## src/rtl/rv_core_pkg.sv

```systemverilog
// rv_core_pkg: shared opcodes, fetch FSM states and redirect kinds for the front end.
package rv_core_pkg;
    localparam logic [6:0] OP_BRANCH = 7'b1100011;
    localparam logic [6:0] OP_JAL    = 7'b1101111;
    localparam logic [6:0] OP_JALR   = 7'b1100111;
    typedef enum logic [2:0] {S_RST, S_FETCH, S_WAIT, S_HOLD, S_DRAIN, S_TRAP} fetch_state_e;
    typedef enum logic [1:0] {RK_BRANCH, RK_JAL, RK_JALR, RK_RSVD} redir_kind_e;
endpackage

```

## src/rtl/next_pc_calc.sv

```systemverilog
// next_pc_calc: redirect target, redirect enable and misalignment detection.
module next_pc_calc
    import rv_core_pkg::*;
(
    input  redir_kind_e kind,
    input  logic        taken,
    input  logic [31:0] ex_pc,
    input  logic [31:0] imm,
    input  logic [31:0] rs1,
    output logic [31:0] target,
    output logic        do_redir,
    output logic        misaligned
);
    logic active;
    always_comb begin
        target     = kind == RK_JALR ? (rs1 + imm) & ~32'h1 : ex_pc + imm;
        active     = (kind == RK_BRANCH && taken) || kind == RK_JAL || kind == RK_JALR;
        // JALR clears bit 0, so checking both low bits covers every kind
        misaligned = active && target[1:0] != 2'b00;
        do_redir   = active && !misaligned;
    end
endmodule

```

## src/rtl/pc_fetch_unit.sv

```systemverilog
// pc_fetch_unit: PC register and single-outstanding instruction fetch toward decode,
// with branch/JAL/JALR redirects and a sticky misaligned-target trap.
module pc_fetch_unit
    import rv_core_pkg::*;
#(
    parameter logic [31:0] RESET_PC = 32'h0000_0000,
    parameter int          XLEN     = 32
) (
    input  logic            clk,
    input  logic            rst_n,
    output logic            imem_req_o,
    output logic [XLEN-1:0] imem_addr_o,
    input  logic            imem_gnt_i,
    input  logic            imem_rvalid_i,
    input  logic [XLEN-1:0] imem_rdata_i,
    output logic            instr_valid_o,
    input  logic            instr_ready_i,
    output logic [XLEN-1:0] instr_o,
    output logic [XLEN-1:0] pc_o,
    input  logic            redir_i,
    input  logic [1:0]      redir_kind_i,
    input  logic            br_taken_i,
    input  logic [XLEN-1:0] ex_pc_i,
    input  logic [XLEN-1:0] imm_i,
    input  logic [XLEN-1:0] rs1_i,
    output logic            trap_o
);
    fetch_state_e    state, nxt;
    logic [XLEN-1:0] pc, pc_n, target;
    logic            do_redir, misaligned, redir, mis, live;

    next_pc_calc u_calc (
        .kind       (redir_kind_e'(redir_kind_i)),
        .taken      (br_taken_i),
        .ex_pc      (ex_pc_i),
        .imm        (imm_i),
        .rs1        (rs1_i),
        .target     (target),
        .do_redir   (do_redir),
        .misaligned (misaligned)
    );

    assign imem_req_o    = state == S_FETCH;
    assign imem_addr_o   = imem_req_o ? pc : '0;
    assign instr_valid_o = state == S_HOLD;

    always_comb begin
        live  = state inside {S_FETCH, S_WAIT, S_HOLD, S_DRAIN};
        redir = live && redir_i && do_redir;
        mis   = live && redir_i && misaligned;
        nxt   = state;
        pc_n  = pc;
        case (state)
            S_RST:   nxt = S_FETCH;
            // a grant in the redirect cycle was for the old pc, so its response must be drained
            S_FETCH: nxt = mis ? S_TRAP : redir ? (imem_gnt_i ? S_DRAIN : S_FETCH)
                                                : (imem_gnt_i ? S_WAIT : S_FETCH);
            S_WAIT:  nxt = mis ? S_TRAP : redir ? (imem_rvalid_i ? S_FETCH : S_DRAIN)
                                                : (imem_rvalid_i ? S_HOLD : S_WAIT);
            S_HOLD:  nxt = mis ? S_TRAP : (redir || instr_ready_i) ? S_FETCH : S_HOLD;
            S_DRAIN: nxt = mis ? S_TRAP : imem_rvalid_i ? S_FETCH : S_DRAIN;
            default: nxt = S_TRAP;
        endcase
        if (live && !mis)
            pc_n = redir ? target : (state == S_HOLD && instr_ready_i) ? pc + XLEN'(4) : pc;
    end

    always_ff @(posedge clk or negedge rst_n) begin
        if (!rst_n) begin
            state   <= S_RST;
            pc      <= RESET_PC;
            instr_o <= '0;
            pc_o    <= '0;
            trap_o  <= 1'b0;
        end else begin
            state  <= nxt;
            pc     <= pc_n;
            trap_o <= nxt == S_TRAP;
            if (state == S_WAIT && nxt == S_HOLD) begin
                instr_o <= imem_rdata_i;
                pc_o    <= pc;
            end
        end
    end
endmodule
```

## config.mk

```make
export PLATFORM = sky130hd
export DESIGN_NAME = pc_fetch_unit
export DESIGN_NICKNAME = d
export VERILOG_FILES = /design/src/rtl/rv_core_pkg.sv /design/src/rtl/next_pc_calc.sv /design/src/rtl/pc_fetch_unit.sv
export SDC_FILE = /design/constraint.sdc
export NUM_CORES = 1
export LEC_CHECK = 0
export ABC_AREA = 1
export CAP_MARGIN = 20
export CORE_MARGIN = 2
export CORE_UTILIZATION = 45
export CTS_CLUSTER_SIZE = 25
export DETAILED_ROUTE_END_ITERATION = 8
export PLACE_DENSITY = 0.71
export SYNTH_ARGS = -nofsm -noshare
export SYNTH_HDL_FRONTEND = slang
export SYNTH_SLANG_ARGS = --single-unit
export TNS_END_PERCENT = 100
```

## constraint.sdc

```tcl
create_clock -name clk -period 2.2 [get_ports clk]
set_clock_uncertainty 0.1 [all_clocks]
set_input_delay 0.66 -clock clk [delete_from_list [all_inputs] [get_ports clk]]
set_output_delay 0.66 -clock clk [all_outputs]
set_load 0.1 [all_outputs]
```

==> flow_metrics.py, run 1 <==
metrics = {
    "outcome": {
        "violations": "setup timing",
        "status": "finished, violations left",
    },
    "synthesis": {
        "synth_top_area_cell": "dfrtp_1",
        "synth-edff-count": 0,
        "seq_area_frac_synth_pct": 25.74,
        "synth_cell_type_count": 42,
        "yosys_most_used_dff": "dfrtp_1",
        "synth_area_leaders": "dfrtp_1, nand2_1, inv_1",
        "synth_area_um2": 9723,
        "synth_top_area_share_pct": 25.74,
        "syn_nets": 1833,
        "synth_warnings": 0,
        "yosysMostFrequentCell": "nand2_1",
        "syn_inst": 1632,
        "async_reset_ff_share_pct": 100.0,
        "postSynthAreaPerCell_um2": 5.958,
        "synth_common_cells": "nand2_1, inv_1, nor2_1",
        "ys_seq_elements": 100,
    },
    "global_routing": {
        "antenna_found_initial": 1,
        "grt_pass1_vias": 12830,
        "grt_max_degree": 64,
        "overflow": 0,
        "grt_usage_pct": 36.20,
        "grt_pass1_wl_um": 64830,
    },
    "setup_path": {
        "arrival_ns": 2.76,
        "end_kind": "flip-flop",
        "crit_top_cell": "buf_6",
        "critPathKind": "input port to flip-flop",
        "cp.required_ns": 2.32,
        "cpMaxStageDelayCell": "fa_1",
        "crit_chain": "buf_8, ha_4, inv_2, fa_1, nand3b_1, nand2_2, nor3b_4, o21ai_2, nand3_4, buf_4, buf_6, nand2_8, buf_6, nand2_1, o21ai_1",
        "start_kind": "input port",
        "path_max_fanout": 7,
        "cp_slowest_stage_delay_ns": 0.41,
        "reg2reg_slack_ns": -0.17,
    },
    "clock_network": {
        "cts-buffers-inserted": 9,
        "root_buffer": "clkbuf_16",
        "cts_tree": "done",
        "cts_max_level": 3,
        "cts.clk_slew.worst_paths_ns": 0.07,
        "clk_path_buf_depth": 2,
        "cts.sink_count": 100,
        "clk_latency_ns": 0.35,
    },
    "sta": {
        "rsz0062_at_grt": "true",
        "finalWorstSetupSlack_ns": -0.4403,
        "tightest_slew_ns": 0.6082,
        "hold_viol": 0,
        "setup_viol": 132,
        "slew-limit-headroom_pct": 59.30,
        "slew_viol_final": 0,
        "period_share_pct": 120.0,
        "period_needed_ns": 2.640,
        "max_clock_freq_mhz": 378.8,
    },
    "power": {
        "p_sw_share_pct": 56.85,
        "p_clk_share_pct": 6.2,
        "p_comb_share_pct": 78.0,
        "p_seq_share_pct": 15.8,
        "p_sw_mw": 14.23,
        "leakage_nw": 8.777,
        "power.density_nw_per_um2": 1391,
        "p_int_mw": 10.80,
        "total_power_mw": 25.02,
        "vdd_drop_max_mv": 0.8448,
    },
    "placement": {
        "io_buffer_count": 235,
        "place_area_um2": 15010,
        "place_hpwl_um": 29230,
        "dp_slack_ns": -1.184,
        "place_congestion": 1.026,
        "place_inst": 2292,
    },
    "routing": {
        "viasPerCell": 5.660,
        "wl_um": 45890,
        "drtIter0Drc": 1168,
        "drc": 0,
        "num_vias": 13410,
        "ant_nets": 0,
        "drtPass1Iterations": 6,
        "wl_per_cell_um": 19.37,
    },
    "die": {
        "io_pins": 236,
        "dieArea_um2": 22800,
        "fp.dieW_um": 151.0,
        "num_rows": 53,
        "die_y_um": 151.0,
        "initial_core_util_pct": 46.11,
        "core_area_um2": 21090,
    },
    "cells_and_area": {
        "final_cell_area_um2": 18000,
        "area_growth_pct": 85.09,
        "drive_gt1_share_pct": 35.98,
        "instances_no_fill": 2369,
        "nets": 2289,
        "fin_util_pct": 85.34,
    },
    "run": {
        "cap_violations": 0,
    },
    "min_path": {
        "hold_class": "input port to async pin",
    },
}
==> cells by family (layout without fill, tap and decap cells) <==
kind of cell / after synthesis / count (layout) / synth area share (%)
adder cells (fa/ha/maj): 64 / 64 / 8.390
other: 0 / 1 / 0
flip-flops: 100 / 100 / 25.74
XOR/XNOR: 35 / 35 / 3.153
AO/OA/AOI/OAI: 208 / 208 / 11.63
AND/OR/NAND/NOR: 959 / 960 / 40.27
buffers and inverters: 266 / 726 / 10.82
==> layout by cell type (no fill, tap or decap), types with 5 or more instances in the layout <==
cell and n:
o21ai_1 23, buf_12 117, dfrtp_1 100, buf_16 5, ha_4 58, nand3_2 13, a21oi_2 52, inv_1 216
o21ai_0 16, nor2_4 53, nand2_2 94, a21oi_4 6, clkbuf_2 5, o21bai_1 12, clkbuf_16 16, buf_4 182
xor2_1 33, buf_8 7, nor2_1 93, inv_2 9, nand2_1 496, nor3_1 18, a21oi_1 47, buf_6 23
nor2_2 23, nand3_1 110, o21ai_2 34, nand2_4 16, and2_1 5, nand4_1 12, dlygate4sd2_1 60, nand3b_1 12
clkdlybuf4s50_1 57
==> power groups by stage <==
stage          Sequential [mW]  Combinational [mW]  Clock (mW)
2_1_floorplan             7.56                6.28           0
3_3_place_gp              3.69                16.2           0
3_5_place_dp              3.72                16.4           0
4_1_cts                   3.72                17.8        1.51
5_1_grt                   4.03                20.2        1.63
6_report                  3.96                19.5        1.55
==> registers in the layout (all words and copies together), names as in the netlist <==
name     count
instr_o     32
pc          32
pc_o        32
state        3
trap_o       1
==> per-stage QoR <==
| stage | hold slack, ns | setup TNS, ns |
|---|---|---|
| 3_3_place_gp | 0.3620 | -100.98 |
| 4_1_cts | 0.01396 | -34.92 |
| 5_1_grt | 0.006484 | -51.20 |
| 6_report | 0.01312 | -43.78 |
| 3_5_place_dp | 0.3658 | -106.65 |
| 2_1_floorplan | 0.2644 | -59.94 |
==> critical path, delay by kind of cell <==
kind                     cells  cell delay (ns)
AND/OR/NAND/NOR              6             0.83
adder cells (fa/ha/maj)      2             0.56
buffers and inverters        5             0.53
AO/OA/AOI/OAI                2             0.19
==> cell type report <==
class,instances,area [um^2]
inverters,228,883.3
flip-flops and latches,100,2502
clock buffers,10,229.0
multi-input cells,1267,8272
repair buffers,476,5624
repair inverters,6,92.59
fillers,1216,3092
diodes,1,2.502
clock inverters,6,46.29
well taps,275,344.1
==> layer usage <==
metal | GRT usage, % | share of wire, %
met2 | 63.41 | 48
met3 | 4.578 | 7.8
met1 | 43.47 | 37
met4 | 18.74 | 7.0
met5 | 0 | 0
==> worst paths after layout <==
path | to | cells after the start | startpoint
setup / recovery | pc_o[31] | 15 | imm_i[0]
min in group clk | pc[31] | 2 | pc[31]
max in group asynchronous | instr_o[22] | 2 | rst_n
hold / removal | pc_o[4] | 1 | rst_n
setup reg to reg | pc_o[31] | 13 | state[0]
hold reg to reg | pc[31] | 2 | pc[31]
==> timing repair <==
| action | in CTS | in global routing |
|---|---|---|
| hold buffers | 0 | 0 |
| setup endpoints to repair | 133 | 133 |
| gates cloned | 17 | 8 |
| gates resized for setup | 390 | 188 |
| hold endpoints to repair | 0 | 0 |
| setup buffers | 23 | 17 |
| pin swaps | 66 | 36 |
Power figures use the tool's default switching activity.
==> inputs of run 2 (changes only) <==
Settings changed: GPL_ROUTABILITY_DRIVEN from default to 0.
Clock period 2.2 ns to 2.6 ns, I/O delays scaled along.
==> run 2 against run 1 <==
Against the previous run:
- the flow still finishes with violations (setup timing)
- critical path depth is 1 lower
- utilization fell by 8.8 points
- final cell count down 2.7%
- register-to-register slack better by 0.38 ns
- clock power decreased by 13%
- die area did not move
- count of clock-buffer cells in the layout fell by 1
- non-clock buffer count decreased by 57
- critical endpoint is now pc_o[20]
- highest routed layer unchanged
==> flow_metrics.py, run 2 (synthesis gave the netlist of run 1 again) <==
metrics = {
    "outcome": {
        "status": "finished, violations left",
        "violations": "setup timing",
    },
    "clock_network": {
        "clk_path_buf_depth": 2,
        "cts_tree": "done",
        "cts_max_level": 3,
        "clk_latency_ns": 0.36,
        "cts.sink_count": 100,
        "cts-buffers-inserted": 9,
        "root_buffer": "clkbuf_16",
        "cts.clk_slew.worst_paths_ns": 0.08,
        "cts_hold_buf": 0,
    },
    "sta": {
        "period_needed_ns": 2.652,
        "setup_viol": 46,
        "rsz0062_at_grt": "true",
        "finalWorstSetupSlack_ns": -0.05222,
        "hold_viol": 0,
        "slew_viol_final": 0,
        "slew-limit-headroom_pct": 62.72,
        "max_clock_freq_mhz": 377.0,
        "tightest_slew_ns": 0.5592,
        "period_share_pct": 102.0,
    },
    "global_routing": {
        "grt_pass1_wl_um": 56100,
        "grt.busiest_layer": "met2",
        "antenna_found_initial": 0,
        "grt_usage_pct": 30.83,
        "grtUsageMet1_pct": 40.72,
        "grtUsageMet3_pct": 4.247,
        "grt_util_met2_pct": 52.25,
        "grt_pass1_vias": 11340,
        "overflow": 0,
        "grt_max_degree": 101,
    },
    "cells_and_area": {
        "n_antenna_cell": 0,
        "area_growth_pct": 66.07,
        "layout_common_cells": "nand2_1, buf_4, inv_1",
        "drive_gt1_share_pct": 30.75,
        "fin_util_pct": 76.57,
        "top_regs": "instr_o (32), pc (32), pc_o (32)",
        "final_cell_area_um2": 16150,
        "final_common_cell": "nand2_1",
        "fill_cells": 1529,
        "nets": 2225,
    },
    "setup_path": {
        "path_max_fanout": 6,
        "cp.required_ns": 2.74,
        "arrival_ns": 2.80,
        "start_kind": "input port",
        "end_kind": "flip-flop",
        "critPathTopFamily": "simple AND/OR/NAND/NOR gates",
        "cp_slowest_stage_delay_ns": 0.47,
        "path_buf_inv": 4,
        "crit_chain": "buf_8, ha_4, inv_2, fa_1, nand3b_1, nand2_2, nor3b_4, o21ai_2, nand3_4, nand2_8, buf_12, buf_16, nand2_2, o21ai_2",
        "critPathKind": "input port to flip-flop",
        "cpMaxStageDelayCell": "fa_1",
    },
    "routing": {
        "viasPerCell": 5.359,
        "wl_per_cell_um": 16.65,
        "wl_um": 38370,
        "drc": 0,
        "ant_nets": 0,
        "num_vias": 12350,
        "drtIter0Drc": 1006,
        "drtPass1Iterations": 6,
    },
    "power": {
        "power.density_nw_per_um2": 1106,
        "total_power_mw": 17.85,
        "vdd_drop_max_mv": 1.088,
        "leakage_nw": 8.345,
    },
    "die": {
        "fp.dieW_um": 151.0,
        "io_pins": 236,
        "num_rows": 53,
        "core_area_um2": 21090,
        "dieArea_um2": 22800,
        "initial_core_util_pct": 46.11,
        "die_y_um": 151.0,
    },
    "placement": {
        "place_area_um2": 13980,
        "place_hpwl_um": 27500,
        "io_buffer_count": 235,
    },
    "min_path": {
        "hold_class": "input port to async pin",
    },
    "run": {
        "cap_violations": 0,
    },
}
[run 2: cell count changes in the layout (fill, tap and decap cells not counted), sizes merged]
cell / previous run / this run
nand2: 608 / 607
clkbuf: 22 / 14
clkdlybuf4s15: 8 / 2
buf: 338 / 282
clkdlybuf4s50: 57 / 69
clkinv: 5 / 2
clkinvlp: 2 / 0
dlygate4sd2: 60 / 22
diode: 1 / 0
dlymetal6s2s: 1 / 39
[run 2: power breakdown]
part           internal, mW  switching (mW)
Sequential             2.30           0.664
Combinational          4.04            9.49
Clock                 0.678           0.676
[run 2: final timing paths]
kind,startpoint,to,slack (ns),depth (start not counted)
worst max-delay path,imm_i[0],pc_o[20],-0.05,14
worst min register to register,instr_o[1],instr_o[1],0.38,2
min in group clk,instr_o[1],instr_o[1],0.38,2
worst min-delay path,rst_n,instr_o[19],0.36,2
max in group asynchronous,rst_n,pc[21],1.59,2
worst max register to register,state[2],pc_o[20],0.21,13
[run 2: layout make-up]
cell class                      count  area [um^2]  area share, %
Clock buffer                        9        225.2          1.395
Clock inverter                      7        65.06         0.4029
Inverter                          228        865.8          5.362
Multi-Input combinational cell   1266         7853          48.63
Sequential cell                   100         2505          15.51
Tap cell                          275        344.1          2.131
Timing Repair Buffer              419         4289          26.56
[run 2: per-stage QoR]
| step | TNS [ns] | setup slack [ns] | std cells | hold slack [ns] |
|---|---|---|---|---|
| detailed placement | -73.06 | -0.7991 | 2263 | 0.3594 |
| finish | -0.7786 | -0.05222 | 2304 | 0.3639 |
| global placement | -68.07 | -0.7539 | 2263 | 0.3551 |
| global route | -6.544 | -0.1241 | 2304 | 0.4032 |
| CTS | -0.03532 | -0.01062 | 2293 | 0.3783 |
| floorplan | -24.71 | -0.5821 | 1632 | 0.3488 |
[run 2: per-layer routing]
layer | up-vias | wire length, um
met5 | - | 0
met4 | 0 | 1261
met3 | 104 | 2899
met2 | 584 | 18310
met1 | 5697 | 15900
li1 | 5961 | -
[run 2: timing repair]
item,in CTS,in global routing
setup endpoints to repair,126,122
buffers inserted,10,7
resized for setup,143,268
gates cloned,4,5
pin swaps,21,46
==> inputs of run 3 (changes only) <==
Settings changed: CTS_BUF_LIST from default to sky130_fd_sc_hd__clkbuf_4 sky130_fd_sc_hd__clkbuf_8, HOLD_SLACK_MARGIN from default to 0.05.
==> run 3 against run 2 <==
Against the previous run:
- the run still ends with setup timing left
- non-clock buffer count did not move
- critical path depth stayed put
- via count about the same
- total power fell by 1.6%
- combinational power hardly changed
- sequential share of layout area grew 0.059 points
- largest cell class unchanged
- highest routed layer unchanged
==> flow_metrics.py, run 3 (synthesis gave the netlist of run 1 again) <==
metrics = {
    "routing": {
        "ant_nets": 0,
        "wl_per_cell_um": 16.47,
        "wl_um": 37940,
        "drtPass1Iterations": 7,
        "drc": 0,
        "viasPerCell": 5.359,
        "drtIter0Drc": 1017,
        "num_vias": 12350,
    },
    "die": {
        "num_rows": 53,
        "core_area_um2": 21090,
        "io_pins": 236,
        "die_y_um": 151.0,
        "dieArea_um2": 22800,
        "fp.dieW_um": 151.0,
        "initial_core_util_pct": 46.11,
    },
    "cells_and_area": {
        "drive_gt1_share_pct": 30.56,
        "seq_area_um2": 2505,
        "final_common_cell": "nand2_1",
        "multi_input_area_um2": 7818,
        "n_antenna_cell": 0,
        "fill_cells": 1552,
        "nets": 2225,
        "area_growth_pct": 65.44,
        "top_regs": "instr_o (32), pc (32), pc_o (32)",
        "layout_common_cells": "nand2_1, buf_4, inv_1",
        "instances_no_fill": 2304,
    },
    "sta": {
        "finalWorstSetupSlack_ns": -0.0008191,
        "hold_viol": 0,
        "rsz0062_at_grt": "true",
        "slew_viol_final": 0,
        "setup_viol": 2,
        "slew-limit-headroom_pct": 63.30,
        "tightest_slew_ns": 0.5505,
        "max_clock_freq_mhz": 384.5,
        "period_share_pct": 100.0,
        "period_needed_ns": 2.601,
    },
    "setup_path": {
        "ff2ff_path_depth": 13,
        "cp.required_ns": 2.78,
        "reg2reg_from": "state[0]",
        "crit_end": "pc_o[18]",
        "critPathKind": "input port to flip-flop",
        "reg2reg_slack_ns": 0.28,
        "end_kind": "flip-flop",
        "start_kind": "input port",
        "arrival_ns": 2.78,
        "path_max_fanout": 6,
        "timing.rr.end": "pc_o[18]",
        "startpoint": "imm_i[0]",
    },
    "power": {
        "leakage_nw": 8.350,
        "power.density_nw_per_um2": 1092,
        "vdd_drop_max_mv": 1.029,
        "total_power_mw": 17.57,
    },
    "global_routing": {
        "grt_pass1_wl_um": 55340,
        "grt_max_degree": 101,
        "overflow": 0,
        "grt_pass1_vias": 11170,
        "antenna_found_initial": 0,
        "grt_usage_pct": 30.42,
    },
    "placement": {
        "io_buffer_count": 235,
        "place_inst": 2263,
        "place_hpwl_um": 27500,
    },
    "clock_network": {
        "clk_path_buf_depth": 2,
        "cts_max_level": 3,
        "cts-buffers-inserted": 9,
        "cts_hold_buf": 0,
        "root_buffer": "clkbuf_8",
        "clk_latency_ns": 0.39,
        "cts_tree": "done",
        "cts.clk_slew.worst_paths_ns": 0.11,
        "cts.sink_count": 100,
    },
    "outcome": {
        "violations": "setup timing",
        "status": "finished, violations left",
    },
    "min_path": {
        "hold_class": "input port to async pin",
    },
    "run": {
        "cap_violations": 0,
    },
}
run 3: how the worst min path moves through the flow:
stage                             end  cells past startpoint  slack [ns]   startpoint
after floorplan                pc[31]                      2        0.35       pc[31]
after global placement     instr_o[1]                      2        0.36   instr_o[1]
after detailed placement  instr_o[24]                      2        0.36  instr_o[24]
after CTS                 instr_o[19]                      2        0.35        rst_n
after global routing      instr_o[19]                      2        0.36        rst_n
final                     instr_o[19]                      2        0.34        rst_n
run 3: power breakdown:
part / switching, mW / internal [mW]
Combinational: 9.48 / 4.11
Clock: 0.632 / 0.376
Sequential: 0.676 / 2.30
run 3: worst max-delay path, cell delays in order:
cell and delay, ns:
buf_8 0.10, ha_4 0.15, inv_2 0.05, fa_1 0.40, nand3b_1 0.11, nand2_2 0.10
nor3b_4 0.29, o21ai_2 0.12, nand3_4 0.12, nand2_8 0.10, buf_12 0.18, clkbuf_16 0.16
nand2_2 0.05, o21ai_1 0.05
run 3: metrics by stage:
| stage | TNS (ns) | worst slack (ns) | hold slack [ns] | cell area, um^2 | util [%] |
|---|---|---|---|---|---|
| finish | -0.0009919 | -0.0008191 | 0.3376 | 16090 | 76.28 |
| global route | -4.448 | -0.1152 | 0.3601 | 16090 | 76.28 |
| CTS | 0 | 0.001433 | 0.3523 | 14770 | 70.06 |
| detailed placement | -73.06 | -0.7991 | 0.3594 | 13980 | 66.29 |
| global placement | -68.07 | -0.7539 | 0.3551 | 13980 | 66.29 |
| floorplan | -24.71 | -0.5821 | 0.3488 | 10080 | - |
run 3: timing repair:
action,CTS,global route
gates cloned,5,6
pin swaps,18,41
endpoints found under the setup margin,125,127
setup buffers,11,5
resized for setup,104,301
run 3: per-layer routing:
layer,share of wire (%),up-vias,GRT usage (%)
li1,-,5962,-
met2,48,558,52.41
met4,3.6,0,8.505
met3,7.5,128,4.277
met1,41,5699,39.87
met5,0,-,0
run 3: area by class of cell:
class                           instances  area share, %
Multi-Input combinational cell       1266          48.60
Timing Repair Buffer                  419          27.10
Sequential cell                       100          15.57
Inverter                              228          5.414
Tap cell                              275          2.139
Clock buffer                            9         0.7701
Clock inverter                          7         0.4045
